<file path="config.mk">
export PLATFORM = sky130hd
export DESIGN_NAME = countdown_timer_tick_consumer
export DESIGN_NICKNAME = d
export VERILOG_FILES = /design/src/rtl/timer_defs.sv /design/src/rtl/bcd_down_digit.sv /design/src/rtl/countdown_timer_tick_consumer.sv
export SDC_FILE = /design/constraint.sdc
export NUM_CORES = 1
export LEC_CHECK = 0
export ABC_CLOCK_PERIOD_IN_PS = 2000
export BUFFER_PORTS_ARGS = -buffer_cell sky130_fd_sc_hd__buf_2
export CAP_MARGIN = 5
export CELL_PAD_IN_SITES_DETAIL_PLACEMENT = 1
export CELL_PAD_IN_SITES_GLOBAL_PLACEMENT = 1
export CORE_MARGIN = 2
export CORE_UTILIZATION = 35
export DETAILED_ROUTE_END_ITERATION = 10
export PLACE_DENSITY = 0.84
export SETUP_SLACK_MARGIN = 0.15
export SYNTH_ARGS = -nofsm -noshare
export SYNTH_HDL_FRONTEND = slang
export SYNTH_SLANG_ARGS = --single-unit
</file>
<file path="constraint.sdc">
create_clock -name in_clock -period 2 [get_ports in_clock]
set_input_delay 0.2 -clock in_clock [delete_from_list [all_inputs] [get_ports in_clock]]
set_output_delay 0.2 -clock in_clock [all_outputs]
set_load 0.1 [all_outputs]
</file>
<file path="src/rtl/timer_defs.sv">
// Shared encodings and widths for the microwave countdown timer.
// Digit packing is {min_tens, min_ones, sec_tens, sec_ones}.
package timer_defs;

    typedef enum logic [1:0] {
        ST_IDLE  = 2'd0,
        ST_READY = 2'd1,
        ST_RUN   = 2'd2,
        ST_DONE  = 2'd3
    } state_e;

    localparam int BCD_W        = 4;
    localparam int DIGITS_W     = 16;
    localparam int SEC_TENS_MAX = 5;
    localparam int DIGIT_MAX    = 9;

    function automatic logic [BCD_W-1:0] clamp_digit(
        input logic [BCD_W-1:0] d,
        input int unsigned      mx
    );
        return (d > BCD_W'(mx)) ? BCD_W'(mx) : d;
    endfunction

    function automatic logic [DIGITS_W-1:0] sanitise(
        input logic [DIGITS_W-1:0] v
    );
        return {clamp_digit(v[15:12], DIGIT_MAX),
                clamp_digit(v[11:8],  DIGIT_MAX),
                clamp_digit(v[7:4],   SEC_TENS_MAX),
                clamp_digit(v[3:0],   DIGIT_MAX)};
    endfunction

endpackage

</file>
<file path="src/rtl/bcd_down_digit.sv">
// One BCD down-counting digit; wraps 0 -> MAX_VAL and raises a
// combinational borrow so digits can be chained.
module bcd_down_digit
    import timer_defs::*;
#(
    parameter int MAX_VAL = 9
) (
    input  logic             in_clock,
    input  logic             reset,
    input  logic             dec_in,
    input  logic             load_en,
    input  logic [BCD_W-1:0] load_val,
    output logic [BCD_W-1:0] value,
    output logic             borrow_out
);

    logic [BCD_W-1:0] value_q;
    logic [BCD_W-1:0] value_d;

    always_comb begin
        value_d = value_q;
        if (load_en) begin
            value_d = load_val;
        end else if (dec_in) begin
            value_d = (value_q == '0) ? BCD_W'(MAX_VAL)
                                      : value_q - BCD_W'(1);
        end
    end

    always_ff @(posedge in_clock) begin
        if (reset) begin
            value_q <= '0;
        end else begin
            value_q <= value_d;
        end
    end

    assign value      = value_q;
    assign borrow_out = dec_in & (value_q == '0);

endmodule

</file>
<file path="src/rtl/countdown_timer_tick_consumer.sv">
// MM:SS countdown driven by a slow tick sampled as data.
// Define TICK_SYNC_EN to pass tick_in through a 2-flop synchroniser.
module countdown_timer_tick_consumer
    import timer_defs::*;
#(
    parameter int TICKS_PER_SEC = 1
) (
    input  logic                in_clock,
    input  logic                reset,
    input  logic                tick_in,
    input  logic                load,
    input  logic [DIGITS_W-1:0] load_digits,
    input  logic                start,
    input  logic                stop,
    input  logic                clear,
    output logic [DIGITS_W-1:0] digits,
    output logic                running,
    output logic                done
);

    localparam int PRESC_W = 8;

    state_e               state_q;
    logic                 tick_q;
    logic [PRESC_W-1:0]   presc_q;
    logic                 running_q;
    logic                 done_q;

    logic                 tick_s;
    logic                 tick_edge;
    logic                 wrap;
    logic                 go;
    logic                 accept_ld;
    logic                 dec;
    logic                 ld_en;
    logic [DIGITS_W-1:0]  ld_val;
    logic [DIGITS_W-1:0]  san;
    logic [DIGITS_W-1:0]  digit_v;
    logic                 reach_zero;
    logic                 b_so;
    logic                 b_st;
    logic                 b_mo;
    logic                 min_tens_borrow_unused;

`ifdef TICK_SYNC_EN
    logic [1:0] sync_q;

    always_ff @(posedge in_clock) begin
        if (reset) begin
            sync_q <= '0;
        end else begin
            sync_q <= {sync_q[0], tick_in};
        end
    end

    assign tick_s = sync_q[1];
`else
    assign tick_s = tick_in;
`endif

    assign tick_edge = tick_s & ~tick_q;
    assign wrap      = (presc_q == PRESC_W'(TICKS_PER_SEC - 1));
    assign go        = start & (state_q == ST_READY);
    assign accept_ld = load & (state_q != ST_RUN);
    assign san       = sanitise(load_digits);

    // Ignored inputs (start outside READY) fall through to lower priorities.
    always_comb begin
        ld_en  = 1'b0;
        ld_val = san;
        dec    = 1'b0;
        if (clear) begin
            ld_en  = 1'b1;
            ld_val = '0;
        end else if (stop || go) begin
            ld_en = 1'b0;
        end else if (accept_ld) begin
            ld_en = 1'b1;
        end else if (state_q == ST_RUN && tick_edge && wrap) begin
            dec = 1'b1;
        end
    end

    assign reach_zero = dec & (digit_v == DIGITS_W'(1));

    always_ff @(posedge in_clock) begin
        if (reset) begin
            state_q   <= ST_IDLE;
            tick_q    <= 1'b0;
            presc_q   <= '0;
            running_q <= 1'b0;
            done_q    <= 1'b0;
        end else begin
            tick_q <= tick_s;
            done_q <= 1'b0;
            if (clear) begin
                state_q   <= ST_IDLE;
                presc_q   <= '0;
                running_q <= 1'b0;
            end else if (stop) begin
                presc_q <= '0;
                if (state_q == ST_RUN) begin
                    state_q   <= ST_READY;
                    running_q <= 1'b0;
                end
            end else if (go) begin
                state_q   <= ST_RUN;
                presc_q   <= '0;
                running_q <= 1'b1;
            end else if (accept_ld) begin
                presc_q <= '0;
                state_q <= (san == '0) ? ST_IDLE : ST_READY;
            end else if (state_q == ST_RUN && tick_edge) begin
                presc_q <= wrap ? '0 : presc_q + PRESC_W'(1);
                if (reach_zero) begin
                    state_q   <= ST_DONE;
                    running_q <= 1'b0;
                    done_q    <= 1'b1;
                end
            end
        end
    end

    bcd_down_digit #(.MAX_VAL(DIGIT_MAX)) u_sec_ones (
        .in_clock   (in_clock),
        .reset      (reset),
        .dec_in     (dec),
        .load_en    (ld_en),
        .load_val   (ld_val[3:0]),
        .value      (digit_v[3:0]),
        .borrow_out (b_so)
    );

    bcd_down_digit #(.MAX_VAL(SEC_TENS_MAX)) u_sec_tens (
        .in_clock   (in_clock),
        .reset      (reset),
        .dec_in     (b_so),
        .load_en    (ld_en),
        .load_val   (ld_val[7:4]),
        .value      (digit_v[7:4]),
        .borrow_out (b_st)
    );

    bcd_down_digit #(.MAX_VAL(DIGIT_MAX)) u_min_ones (
        .in_clock   (in_clock),
        .reset      (reset),
        .dec_in     (b_st),
        .load_en    (ld_en),
        .load_val   (ld_val[11:8]),
        .value      (digit_v[11:8]),
        .borrow_out (b_mo)
    );

    bcd_down_digit #(.MAX_VAL(DIGIT_MAX)) u_min_tens (
        .in_clock   (in_clock),
        .reset      (reset),
        .dec_in     (b_mo),
        .load_en    (ld_en),
        .load_val   (ld_val[15:12]),
        .value      (digit_v[15:12]),
        .borrow_out (min_tens_borrow_unused)
    );

    assign digits  = digit_v;
    assign running = running_q;
    assign done    = done_q;

endmodule

</file>
==> impl_metrics.csv <==
group,metric,value,unit
placement,place.gp.congestion,0.851,
global_routing,grt_use_met2,38.8,%
sta,fin_crit_sh,98.2,%
floorplan,start_util,35.7,%
synth,yosysUniqueCellTypes,52,
synth,synth_edf_count,0,
synth,synth_nets,254,
synth,ys_ff_latch,29,
clock_tree,cts.htree.levels,2,
drt,postRouteWirelength,7.35,mm
sta,rsz0062_at_grt,"yes",
synth,synthCells,229,
clock_tree,tritoncts,"built",
floorplan,io_pins,41,
drt,antenna_left,0,
floorplan,die_area,5690,um2
synth,synth-seq-area-share,32.5,%
cells_and_area,nNetsFinal,318,
global_routing,track_usage,23.2,%
placement,hpwl,4.40,mm
drt,first_pass_iters,4,
floorplan,num_rows,26,
clock_tree,clock-root-buffer,"clkbuf_8",
drt,via_per_inst,5.90,
global_routing,grt-busiest-layer,"met2",
synth,synth_top_area_share,32.5,%
critical_path,reg2reg_depth,8,
critical_path,end_kind,"flip-flop",
cells_and_area,n_antenna_cell,0,
min_path,min_path_cells,2,
global_routing,grt_max_degree,15,
critical_path,arrival,2.18,ns
clock_tree,cts_sinks,29,
drt,via_count,2140,
global_routing,antenna_found_initial,0,
clock_tree,clk-insertion-delay-late,0.29,ns
critical_path,crit_fanout,4,
sta,hold_violations,0,
power_and_ir_drop,p_leak,0.979,nW
cells_and_area,postLayoutCoreUtil,49.9,%
synth,synth_flop_cell,"dfxtp_1",
sta,setup_tns,0,ns
clock_tree,clockBufferDepth,2,
synth,syn_avg_cell_area,7.80,um2
power_and_ir_drop,power_switching,0.000528,W
synth,syn_area,1790,um2
synth,synth.top_cells.by_area,"dfxtp_1 32%, o21ai_0 5.0%, nor2_1 4.8%",
min_path,hold_path.class,"primary input to flip-flop",
cells_and_area,drive_gt1_share,41.6,%
sta,finalMaxSlewViolations,0,
synth,yosysTopAreaCell,"dfxtp_1",
placement,dp_slack,-0.0239,ns
sta,max_clock_freq,509,MHz
critical_path,worstPathRequired,2.21,ns
sta,fin_crit,1.96,ns
sta,fin_skew,0.00393,ns
status,status,"finished clean",
placement,port_buffers,40,
floorplan,core_area,5010,um2
sta,layout_setup_ws,0.0370,ns
global_routing,grtUsageMet3,4.89,%
sta,relSlewSlack,54.8,%
sta,worst_pin_slew,0.675,ns
global_routing,gr-usage-met1,29.9,%
power_and_ir_drop,p_int,0.000978,W
sta,setup_violations,0,
power_and_ir_drop,p_comb_share,25.1,%
cells_and_area,area_growth,39.9,%
global_routing,grt_overflow,0,
power_and_ir_drop,power_per_cell_area,603,nW/um2
clock_tree,clkTransAtPathRegs,0.06,ns
power_and_ir_drop,clkPwrFrac,33.4,%
global_routing,grt_pass1_vias,2005,
drt,detail_route.wl_per_cell,20.2,um
power_and_ir_drop,max-vdd-ir-drop,0.000395,V
synth,async_flop_share,0,%
cells_and_area,nFillCells,648,
floorplan,die_w,75.5,um
global_routing,grt_pass1_wl,9.85,mm
critical_path,crit_type,"flip-flop to flip-flop",
power_and_ir_drop,swShare,35.1,%
synth,yosys_warnings,0,
clock_tree,cts_buffers,5,
critical_path,start_kind,"flip-flop",
drt,drtIter0Drc,213,
power_and_ir_drop,power_frac_seq,41.6,%
floorplan,die_height,75.5,um
job,cap_viol_max_count,0,
drt,drc,0,
sequential cells by signal (all words and copies together), names as in the netlist:
| signal | cells |
|---|---|
| presc_q | 8 |
| done | 1 |
| u_min_ones.value | 4 |
| tick_q | 1 |
| u_sec_ones.value | 4 |
| running | 1 |
| state_q | 2 |
| u_sec_tens.value | 4 |
| u_min_tens.value | 4 |
metal layers:
| metal | vias up | share of wire [%] |
|---|---|---|
| li1 | 980 | - |
| met1 | 1031 | 43 |
| met2 | 103 | 48 |
| met3 | 26 | 6.1 |
| met4 | 0 | 3.4 |
| met5 | - | 0 |
through the flow:
step           hold WS [ns]  cells  total power, W  cell area, um2
3_5_place_dp          0.461    340        0.000963            2140
3_3_place_gp          0.448    340        0.000957            2140
6_report              0.162    363         0.00151            2500
2_1_floorplan         0.269    229        0.000865            1820
5_1_grt               0.158    363         0.00157            2500
4_1_cts               0.168    351         0.00146            2290
path summary, 6_finish.rpt:
path	from	endpoint	slack, ns
setup reg to reg	presc_q[1]	u_sec_tens.value[1]	0.04
setup / recovery	presc_q[1]	u_sec_tens.value[1]	0.04
hold reg to reg	u_min_ones.value[1]	u_min_ones.value[1]	0.50
hold / removal	tick_in	tick_q	0.16
cell type report:
cell class | count | area (um2) | share of cell area [%]
Inverter | 8 | 30.0 | 1.20
Tap cell | 70 | 87.6 | 3.50
Sequential cell | 29 | 607 | 24.3
Clock buffer | 7 | 86.3 | 3.45
Multi-Input combinational cell | 184 | 1300 | 51.9
Timing Repair Buffer | 65 | 392 | 15.7
cells in the final DEF (no fill, tap or decap), drive strengths merged, types with 4 or more instances in the layout:
master | netlist | final
nand3 | 8 | 8
nor2b | 6 | 6
nor4 | 4 | 4
nor3 | 14 | 14
and3 | 4 | 4
nand3b | 4 | 4
inv | 8 | 8
clkbuf | 6 | 7
dfxtp | 29 | 29
or3 | 5 | 5
o21ai | 19 | 19
nand4 | 9 | 9
a21oi | 16 | 16
nand2 | 16 | 16
xor2 | 7 | 7
a31oi | 5 | 5
buf | 2 | 65
nor2 | 23 | 23
synth_stat cells, types with 2 or more instances:
master and number:
buf_4 2, a211oi_1 2, and3_1 4, a21oi_1 16
mux2i_1 3, o22ai_1 2, inv_1 8, o21ai_0 18
nor4b_1 2, nand4_1 8, dfxtp_1 29, nor4_1 3
nor2_1 23, o221a_2 2, nand2_1 16, clkbuf_1 6
nor2b_1 6, xor2_1 7, a21boi_0 2, nor3_1 14
a31o_2 2, ha_1 2, nand3b_1 4, nand3_1 8
a31oi_1 4, o211ai_1 2, or3_1 5, nand2b_1 3
nor3b_1 3
power by group through the flow:
stage / clock network [W] / registers, W / logic, W
floorplan: 0 / 0.000739 / 0.000126
global placement: 0 / 0.000634 / 0.000323
detailed placement: 0 / 0.000635 / 0.000329
CTS: 0.000506 / 0.000623 / 0.000333
global route: 0.000543 / 0.000628 / 0.000397
finish: 0.000503 / 0.000626 / 0.000378
critical path, stage by stage (launching register included):
cell     delay [ns]
dfxtp_2        0.33
inv_2          0.07
ha_4           0.12
nor4b_4        0.24
buf_4          0.19
nand4_4        0.13
or2_4          0.29
a221o_1        0.35
a21oi_2        0.16
cell families (layout without fill, tap and decap cells):
logic type	Yosys count	count (layout)	synth area share [%]
buf+inv	16	80	3.78
mux	4	4	2.31
simple gates	110	110	34.5
xor+xnor	8	8	3.92
fa+ha+maj	2	2	1.40
flops	29	29	32.5
compound gates	60	60	21.6
timing repair:
action,in CTS,in global routing
pin swaps,5,13
hold buffers,0,0
setup endpoints to repair,11,14
setup buffers,4,12
gates resized for setup,12,27
Power figures use the tool's default switching activity.
